File: config.mk
export PLATFORM = sky130hd
export DESIGN_NAME = router_input_arbiter
export DESIGN_NICKNAME = d
export VERILOG_FILES = /design/src/rtl/router_input_arbiter.sv
export SDC_FILE = /design/constraint.sdc
export NUM_CORES = 1
export LEC_CHECK = 0
export ABC_AREA = 0
export ABC_CLOCK_PERIOD_IN_PS = 3400
export CAP_MARGIN = 20
export CORE_MARGIN = 3
export CORE_UTILIZATION = 53
export DETAILED_ROUTE_END_ITERATION = 16
export GPL_TIMING_DRIVEN = 1
export PLACE_DENSITY = 0.77
export SKIP_LAST_GASP = 1
export SYNTH_ARGS = -nofsm -noshare
export SYNTH_HDL_FRONTEND = slang
export SYNTH_SLANG_ARGS = --single-unit
File: constraint.sdc
create_clock -name clk -period 3.4 [get_ports clk]
set_input_delay 0.51 -clock clk [delete_from_list [all_inputs] [get_ports clk]]
set_output_delay 0.51 -clock clk [all_outputs]
set_load 0.01 [all_outputs]
File: src/rtl/router_input_arbiter.sv
// Router input stage: one circular FIFO per port, round-robin grant over the
// non-empty FIFOs, head of the granted FIFO presented to the routing algorithm.
module router_input_arbiter #(
    parameter int PL    = 16,
    parameter int CS    = 2,
    parameter int REN   = 5,
    parameter int REN_B = 3,
    parameter int DEPTH = 4
) (
    input  logic              clk,
    input  logic              rst,
    input  logic [0:PL-1]     in_packets [0:REN-1],
    output logic [REN-1:0]    availability_out,
    output logic [0:PL-1]     to_algorithm,
    output logic [REN_B-1:0]  shift,
    input  logic [REN-1:0]    shift_signals_in
);

    localparam int AW = $clog2(DEPTH);
    localparam int CW = AW + 1;
    localparam logic [CW-1:0] FULL = CW'(DEPTH);

    logic [0:PL-1]    mem_q    [REN][DEPTH];
    logic [0:PL-1]    mem_d    [REN][DEPTH];
    logic [AW-1:0]    rd_ptr_q [REN];
    logic [AW-1:0]    rd_ptr_d [REN];
    logic [AW-1:0]    wr_ptr_q [REN];
    logic [AW-1:0]    wr_ptr_d [REN];
    logic [CW-1:0]    count_q  [REN];
    logic [CW-1:0]    count_d  [REN];
    logic [REN_B-1:0] grant_q;
    logic [REN_B-1:0] grant_d;

    logic [REN-1:0]   push_v;
    logic [REN-1:0]   pop_v;
    logic [REN-1:0]   nonempty;
    logic [REN_B-1:0] next_idx;
    logic             next_found;

    always_comb begin
        mem_d      = mem_q;
        rd_ptr_d   = rd_ptr_q;
        wr_ptr_d   = wr_ptr_q;
        count_d    = count_q;
        push_v     = '0;
        pop_v      = '0;
        nonempty   = '0;
        next_idx   = grant_q;
        next_found = 1'b0;

        for (int p = 0; p < REN; p++) begin
            nonempty[p] = (count_q[p] != '0);
            // Full is judged on the pre-edge count, so a pop cannot make room
            // for a push in the same cycle.
            push_v[p]   = in_packets[p][0] && (count_q[p] != FULL);
            pop_v[p]    = shift_signals_in[p] && (grant_q == REN_B'(p)) && nonempty[p];

            if (push_v[p]) begin
                mem_d[p][wr_ptr_q[p]] = in_packets[p];
                wr_ptr_d[p]           = wr_ptr_q[p] + AW'(1);
            end
            if (pop_v[p]) begin
                rd_ptr_d[p] = rd_ptr_q[p] + AW'(1);
            end
            case ({push_v[p], pop_v[p]})
                2'b10:   count_d[p] = count_q[p] + CW'(1);
                2'b01:   count_d[p] = count_q[p] - CW'(1);
                default: count_d[p] = count_q[p];
            endcase
        end

        for (int k = 1; k < REN; k++) begin
            int idx;
            idx = int'(grant_q) + k;
            if (idx >= REN) begin
                idx = idx - REN;
            end
            if (!next_found && nonempty[idx]) begin
                next_found = 1'b1;
                next_idx   = REN_B'(idx);
            end
        end

        grant_d = grant_q;
        if ((pop_v[grant_q] || !nonempty[grant_q]) && next_found) begin
            grant_d = next_idx;
        end
    end

    always_ff @(posedge clk) begin
        if (rst) begin
            for (int p = 0; p < REN; p++) begin
                rd_ptr_q[p] <= '0;
                wr_ptr_q[p] <= '0;
                count_q[p]  <= '0;
            end
            grant_q <= '0;
        end else begin
            rd_ptr_q <= rd_ptr_d;
            wr_ptr_q <= wr_ptr_d;
            count_q  <= count_d;
            grant_q  <= grant_d;
        end
    end

    // Storage needs no reset: contents are only visible through count.
    always_ff @(posedge clk) begin
        mem_q <= mem_d;
    end

    always_comb begin
        for (int p = 0; p < REN; p++) begin
            availability_out[p] = (count_q[p] != FULL);
        end
        to_algorithm = '0;
        if (count_q[grant_q] != '0) begin
            to_algorithm = mem_q[grant_q][rd_ptr_q[grant_q]];
        end
        shift = grant_q;
    end

endmodule
==> results of run 1 <==
==> logic make-up (layout without fill, tap and decap cells) <==
logic type,Yosys count,after routing,share of synthesized area
adders and majority gates,44,44,0.03785
buffers and inverters,77,306,0.02126
and+or+nand+nor,158,158,0.05404
AOI/OAI and AO/OA,159,159,0.06572
other,0,1,0
xor gates and xnor gates,28,28,0.01699
DFF,358,358,0.6675
muxes,126,126,0.1366
==> timing repair <==
action	CTS	global route
gates resized for setup	153	30
hold buffers	0	0
pin swaps	27	10
endpoints found under the setup margin	16	16
setup buffers	24	2
cloned	5	1
==> cells in the mapped netlist, drive strengths merged (2+ instances only) <==
cell type | n | area (sq um)
o31a | 2 | 18.77
mux2 | 2 | 26.27
a211o | 4 | 35.03
nand2 | 32 | 120.1
a2111oi | 2 | 23.77
or3 | 11 | 71.31
a21oi | 37 | 185.2
or4b | 2 | 20.02
and2 | 9 | 56.31
mux2i | 56 | 560.5
nor3 | 9 | 77.57
xor2 | 15 | 131.4
a221oi | 2 | 17.52
and3 | 23 | 143.9
fa | 5 | 100.1
buf | 23 | 127.6
o32ai | 16 | 140.1
nand2b | 7 | 43.79
o211ai | 8 | 65.06
mux4 | 68 | 1535
nor3b | 3 | 27.52
edfxtp | 320 | 9609
ha | 39 | 488.0
a311oi | 2 | 17.52
nand4b | 2 | 17.52
dfxtp | 38 | 760.7
nand3 | 11 | 55.05
nor2 | 42 | 157.7
nor2b | 3 | 18.77
o22ai | 18 | 118.9
a211oi | 3 | 27.52
o21ai | 53 | 269.0
inv | 35 | 131.4
a31oi | 2 | 12.51
clkbuf | 19 | 71.32
xnor2 | 13 | 132.6
==> layout make-up <==
cell class              instances  share of cell area
flip-flops and latches        358              0.5374
multi-input cells             515              0.2694
repair buffers                207              0.1042
clock buffers                  45             0.04952
well taps                     384             0.02489
clock inverters                19            0.007648
inverters                      35            0.006805
diodes                          1           0.0001296
==> placed cells by master, fill, tap and decap left out, drive strengths merged, types with 3 or more instances in the layout <==
cell	instances
nor3	9
nor2	42
o22ai	18
a211oi	3
mux4	68
nand2	32
fa	5
o211ai	8
nand2b	7
edfxtp	320
nor3b	3
ha	39
xnor2	13
xor2	15
or3	11
and2	9
clkbuf	46
o32ai	16
dfxtp	38
and3	23
a21oi	37
inv	38
buf	109
a211o	4
o21ai	53
clkinv	13
mux2i	56
clkdlybuf4s50	94
nand3	11
nor2b	3
==> worst max-delay path, stage by stage, from the launching register on <==
cell and delay (ns):
dfxtp_2 0.34, mux4_2 0.53, a21oi_4 0.19, buf_12 0.14, buf_8 0.12, buf_16 0.13
buf_12 0.12, mux2i_1 0.24, o21ai_2 0.11, o22ai_2 0.24, o32ai_2 0.10, buf_4 0.18
buf_6 0.11
==> where the power goes <==
group	total, mW	internal [mW]	leakage [nW]	switching [mW]
registers	5.30	5.13	3.25	0.167
clock network	3.75	2.15	0.537	1.59
logic	5.95	2.86	3.06	3.08
==> flip-flops by register name, summed over array words and instances (netlist names) <==
signal	flops
rd_ptr_q	10
shift	3
wr_ptr_q	10
mem_q	320
count_q	15
==> path summary, 6_finish.rpt <==
path | to | cells past startpoint | slack, ns
max | to_algorithm[14] | 12 | -0.18
min | wr_ptr_q[7] | 2 | 0.50
max reg2reg | shift[1] | 12 | 0.22
min reg2reg | wr_ptr_q[7] | 2 | 0.50
==> metal layers <==
layer / wire (microns) / GRT usage / vias to the layer above
met1: 14590 / 0.3057 / 4772
met2: 20330 / 0.4266 / 385
li1: - / - / 4170
met3: 2347 / 0.04311 / 110
met5: 62 / 0 / -
met4: 1714 / 0.1064 / 8
==> stage by stage <==
step | TNS, ns | cells
global route | -3.323 | 1564
CTS | -1.127 | 1562
floorplan | 0 | 950
finish | -1.723 | 1564
detailed placement | -0.4570 | 1473
global placement | -0.1757 | 1473
==> flow_summary.json, run 1 <==
{
  "run_status": "finished, violations left",
  "violations": "setup timing",
  "grt_max_degree": 39,
  "async_reset_ff_frac": 0,
  "syn_inst": 950,
  "via_per_inst": 6.039,
  "design_area_sq_um": 19300,
  "cts_buffers": 36,
  "root_buffer": "clkbuf_16",
  "final_util": 0.6708,
  "cp-end-kind": "primary output",
  "path_clk_slew_ns": 0.06,
  "setup_viol": 16,
  "fin_crit_sh": 1.053,
  "insertion_delay_ns": 0.52,
  "synth-main-ff-cell": "edfxtp_1",
  "yosysSeqAreaShare": 0.6675,
  "path_class": "reg2out",
  "synth-seq-cells": 358,
  "drc": 0,
  "rsz0062_at_grt": "true",
  "ios": 111,
  "cp-startpoint": "shift[1]",
  "num_vias": 9445,
  "dp_hpwl_microns": 23170,
  "cts_num_sinks": 358,
  "cp.arrival_ns": 3.07,
  "fill_cells": 1859,
  "antenna_found_initial": 5,
  "synth_area_per_cell_sq_um": 16.35,
  "die_area_sq_um": 31400,
  "fin_crit_ns": 3.581,
  "layout.nets": 1284,
  "yosys_warnings": 0,
  "start_util": 0.5398,
  "crit_fanout": 5,
  "max_slew_margin": 0.3763,
  "ys_types": 69,
  "htree_levels": 2,
  "globalRouteOverflowTotal": 0,
  "drive_above_1_share": 0.2578,
  "vdd_drop_max_mv": 0.5282,
  "reg2reg_from": "shift[1]",
  "hold_viol_final": 0,
  "drt_iter0_markers": 992,
  "antenna_left": 0,
  "syn-num-nets": 1081,
  "core_sq_um": 28780,
  "port_buffers": 110,
  "die_h_microns": 177.2,
  "totalWireLength_microns": 39050,
  "routedWlPerCell_microns": 24.97,
  "power.total_mw": 15.00,
  "multi_input_area_sq_um": 5201,
  "leakage_nw": 6.848,
  "dr.pass1.iters": 5,
  "powerDensity_nw_per_um2": 776.8,
  "clockBufferDepth": 3,
  "start_kind": "register",
  "synth_edf_count": 320,
  "timing.hold.ws_ns": 0.5023,
  "hp-class": "reg2reg",
  "track_usage": 0.2461,
  "tightest_slew_ns": 0.9355,
  "dp_slack_ns": -0.1467,
  "syn_to_final_growth_pct": 24.27,
  "gp_congestion": 0.9048,
  "grt_pass1_vias": 9771,
  "rows": 62,
  "required_ns": 2.89,
  "ff_latch_area_sq_um": 10380,
  "fin_ws_ns": -0.1815,
  "place_area_sq_um": 17500,
  "slew_violations": 0,
  "grt_pass1_wl_microns": 57270,
  "die_w_microns": 177.2,
  "max_freq_mhz": 279.2,
  "hold_path.startpoint": "wr_ptr_q[7]",
  "fin_skew_ns": 0.01404,
  "maxCapViolations": 0,
  "tritoncts": "built",
  "netlist_area_sq_um": 15530
}
Note: power is estimated with default switching activity, not from simulation.
==> inputs of run 2 (changes only) <==
--- a/config.mk
+++ b/config.mk
@@ -13,7 +13,6 @@
 export DETAILED_ROUTE_END_ITERATION = 16
 export GPL_TIMING_DRIVEN = 1
 export PLACE_DENSITY = 0.77
-export SKIP_LAST_GASP = 1
 export SYNTH_ARGS = -nofsm -noshare
 export SYNTH_HDL_FRONTEND = slang
 export SYNTH_SLANG_ARGS = --single-unit
==> flow_summary.json, run 2 (synthesis gave the netlist of run 1 again) <==
{
  "p_sw_mw": 4.834,
  "cp.arrival_ns": 3.05,
  "max_slew_margin": 0.3379,
  "setup_viol": 16,
  "fin_crit_ns": 3.562,
  "start_util": 0.5398,
  "syn_to_final_growth_pct": 24.25,
  "dr.pass1.iters": 5,
  "port_buffers": 110,
  "top_register": "mem_q",
  "totalWireLength_microns": 38630,
  "final_util": 0.6707,
  "antenna_left": 0,
  "fin_crit_sh": 1.048,
  "fin_tns_setup_ns": -1.489,
  "seqPwrFrac": 0.354,
  "p_comb_frac": 0.395,
  "switching_share": 0.3230,
  "path_class": "reg2out",
  "core_sq_um": 28780,
  "globalRouteOverflowTotal": 0,
  "fin_skew_ns": 0.01280,
  "fill_cells": 1828,
  "largest_register_ffs": 320,
  "cp-end-kind": "primary output",
  "die_area_sq_um": 31400,
  "tritoncts": "built",
  "max_freq_mhz": 280.7,
  "dp_slack_ns": -0.1467,
  "grt_max_degree": 39,
  "antenna_found_initial": 5,
  "drt_iter0_markers": 1028,
  "dp_hpwl_microns": 23170,
  "leakage_nw": 6.825,
  "slew_violations": 0,
  "reg2reg_slack_ns": 0.25,
  "fin_ws_ns": -0.1621,
  "grt_pass1_wl_microns": 57310,
  "final_cell_mix": "edfxtp_1, clkdlybuf4s50_1, buf_4",
  "timing.hold.ws_ns": 0.5022,
  "crit_fanout": 8,
  "drc": 0,
  "ios": 111,
  "reg.largest.list": "mem_q x320, count_q x15",
  "layout.nets": 1282,
  "root_buffer": "clkbuf_16",
  "clockBufferDepth": 3,
  "power_frac_clock": 0.251,
  "via_per_inst": 6.030,
  "vdd_drop_max_mv": 0.5299,
  "hold_viol_final": 0,
  "required_ns": 2.89,
  "place_area_sq_um": 17500,
  "reg2regPathDepth": 11,
  "multi_input_area_sq_um": 5207,
  "final_common_cell": "edfxtp_1",
  "num_vias": 9419,
  "powerDensity_nw_per_um2": 775.5,
  "ff_latch_area_sq_um": 10380,
  "hp-class": "reg2reg",
  "die_h_microns": 177.2,
  "htree_levels": 2,
  "whs_endpoint": "wr_ptr_q[7]",
  "routedWlPerCell_microns": 24.73,
  "cts_buffers": 36,
  "rows": 62,
  "p_int_mw": 10.13,
  "run_status": "finished, violations left",
  "violations": "setup timing",
  "rsz0062_at_grt": "true",
  "reg2reg_from": "shift[1]",
  "track_usage": 0.2462,
  "path_clk_slew_ns": 0.06,
  "gp_congestion": 0.9048,
  "hold_path.startpoint": "wr_ptr_q[7]",
  "drive_above_1_share": 0.2617,
  "cts_num_sinks": 358,
  "start_kind": "register",
  "maxCapViolations": 0,
  "tightest_slew_ns": 0.9932,
  "r2r_end": "shift[0]",
  "die_w_microns": 177.2,
  "grt_pass1_vias": 9770,
  "insertion_delay_ns": 0.52,
  "design_area_sq_um": 19300,
  "hold_path_depth": 2
}
-- run 2: changes by cell type in the layout (fill, tap and decap cells not counted), moves of 2 or more --
cell and change:
a21oi_2 +2, o32ai_2 +2, buf_6 +3, mux2i_2 +4, buf_4 -5, mux2i_1 -3
a21oi_1 -2
-- run 2: critical path, stage by stage (launching register included) --
cell     delay, ns
dfxtp_2       0.34
mux4_2        0.53
a21oi_4       0.19
buf_12        0.14
buf_8         0.12
buf_16        0.13
buf_12        0.13
mux4_2        0.35
o22ai_2       0.22
o32ai_2       0.10
buf_4         0.18
buf_6         0.11
-- run 2: per-stage QoR --
step	power [mW]	std cells
after global routing	15.58	1562
final	14.97	1562
after global placement	10.44	1473
after floorplan	8.578	950
after detailed placement	10.54	1473
after CTS	14.85	1562
-- run 2: cell type report --
| type | instances | share of cell area |
|---|---|---|
| multi-input cells | 515 | 0.2698 |
| clock buffers | 45 | 0.04952 |
| diodes | 1 | 0.0001296 |
| repair buffers | 205 | 0.1037 |
| flip-flops and latches | 358 | 0.5375 |
| well taps | 384 | 0.02489 |
| inverters | 35 | 0.006806 |
| clock inverters | 19 | 0.007649 |
-- run 2: per-layer routing --
| metal | track usage | vias to the layer above | part of all wire |
|---|---|---|---|
| met5 | 0 | - | 0.0016 |
| met1 | 0.3061 | 4715 | 0.37 |
| met4 | 0.1044 | 8 | 0.042 |
| met3 | 0.04290 | 96 | 0.069 |
| met2 | 0.4277 | 434 | 0.52 |
| li1 | - | 4166 | - |
-- run 2: worst max path at each step --
stage,startpoint,end,slack [ns],cells past startpoint
floorplan,shift[1],shift[0],0.02,11
global placement,shift[1],to_algorithm[2],-0.09,9
detailed placement,shift[1],to_algorithm[2],-0.15,9
CTS,shift[1],to_algorithm[2],-0.13,12
global route,shift[1],to_algorithm[14],-0.26,12
finish,shift[1],to_algorithm[14],-0.16,11
-- run 2: timing repair --
action | in CTS | in global routing
setup buffers | 24 | 2
pin swaps | 29 | 19
gates cloned | 5 | 1
resized for setup | 156 | 36
setup endpoints to repair | 16 | 16
hold buffers | 0 | 0
-- run 2: power by group through the flow --
stage	clock network (mW)	registers [mW]	logic [mW]
detailed placement	0	5.38	5.17
finish	3.75	5.30	5.92
CTS	3.78	5.30	5.77
global route	3.95	5.32	6.30
floorplan	0	5.34	3.24
global placement	0	5.36	5.09
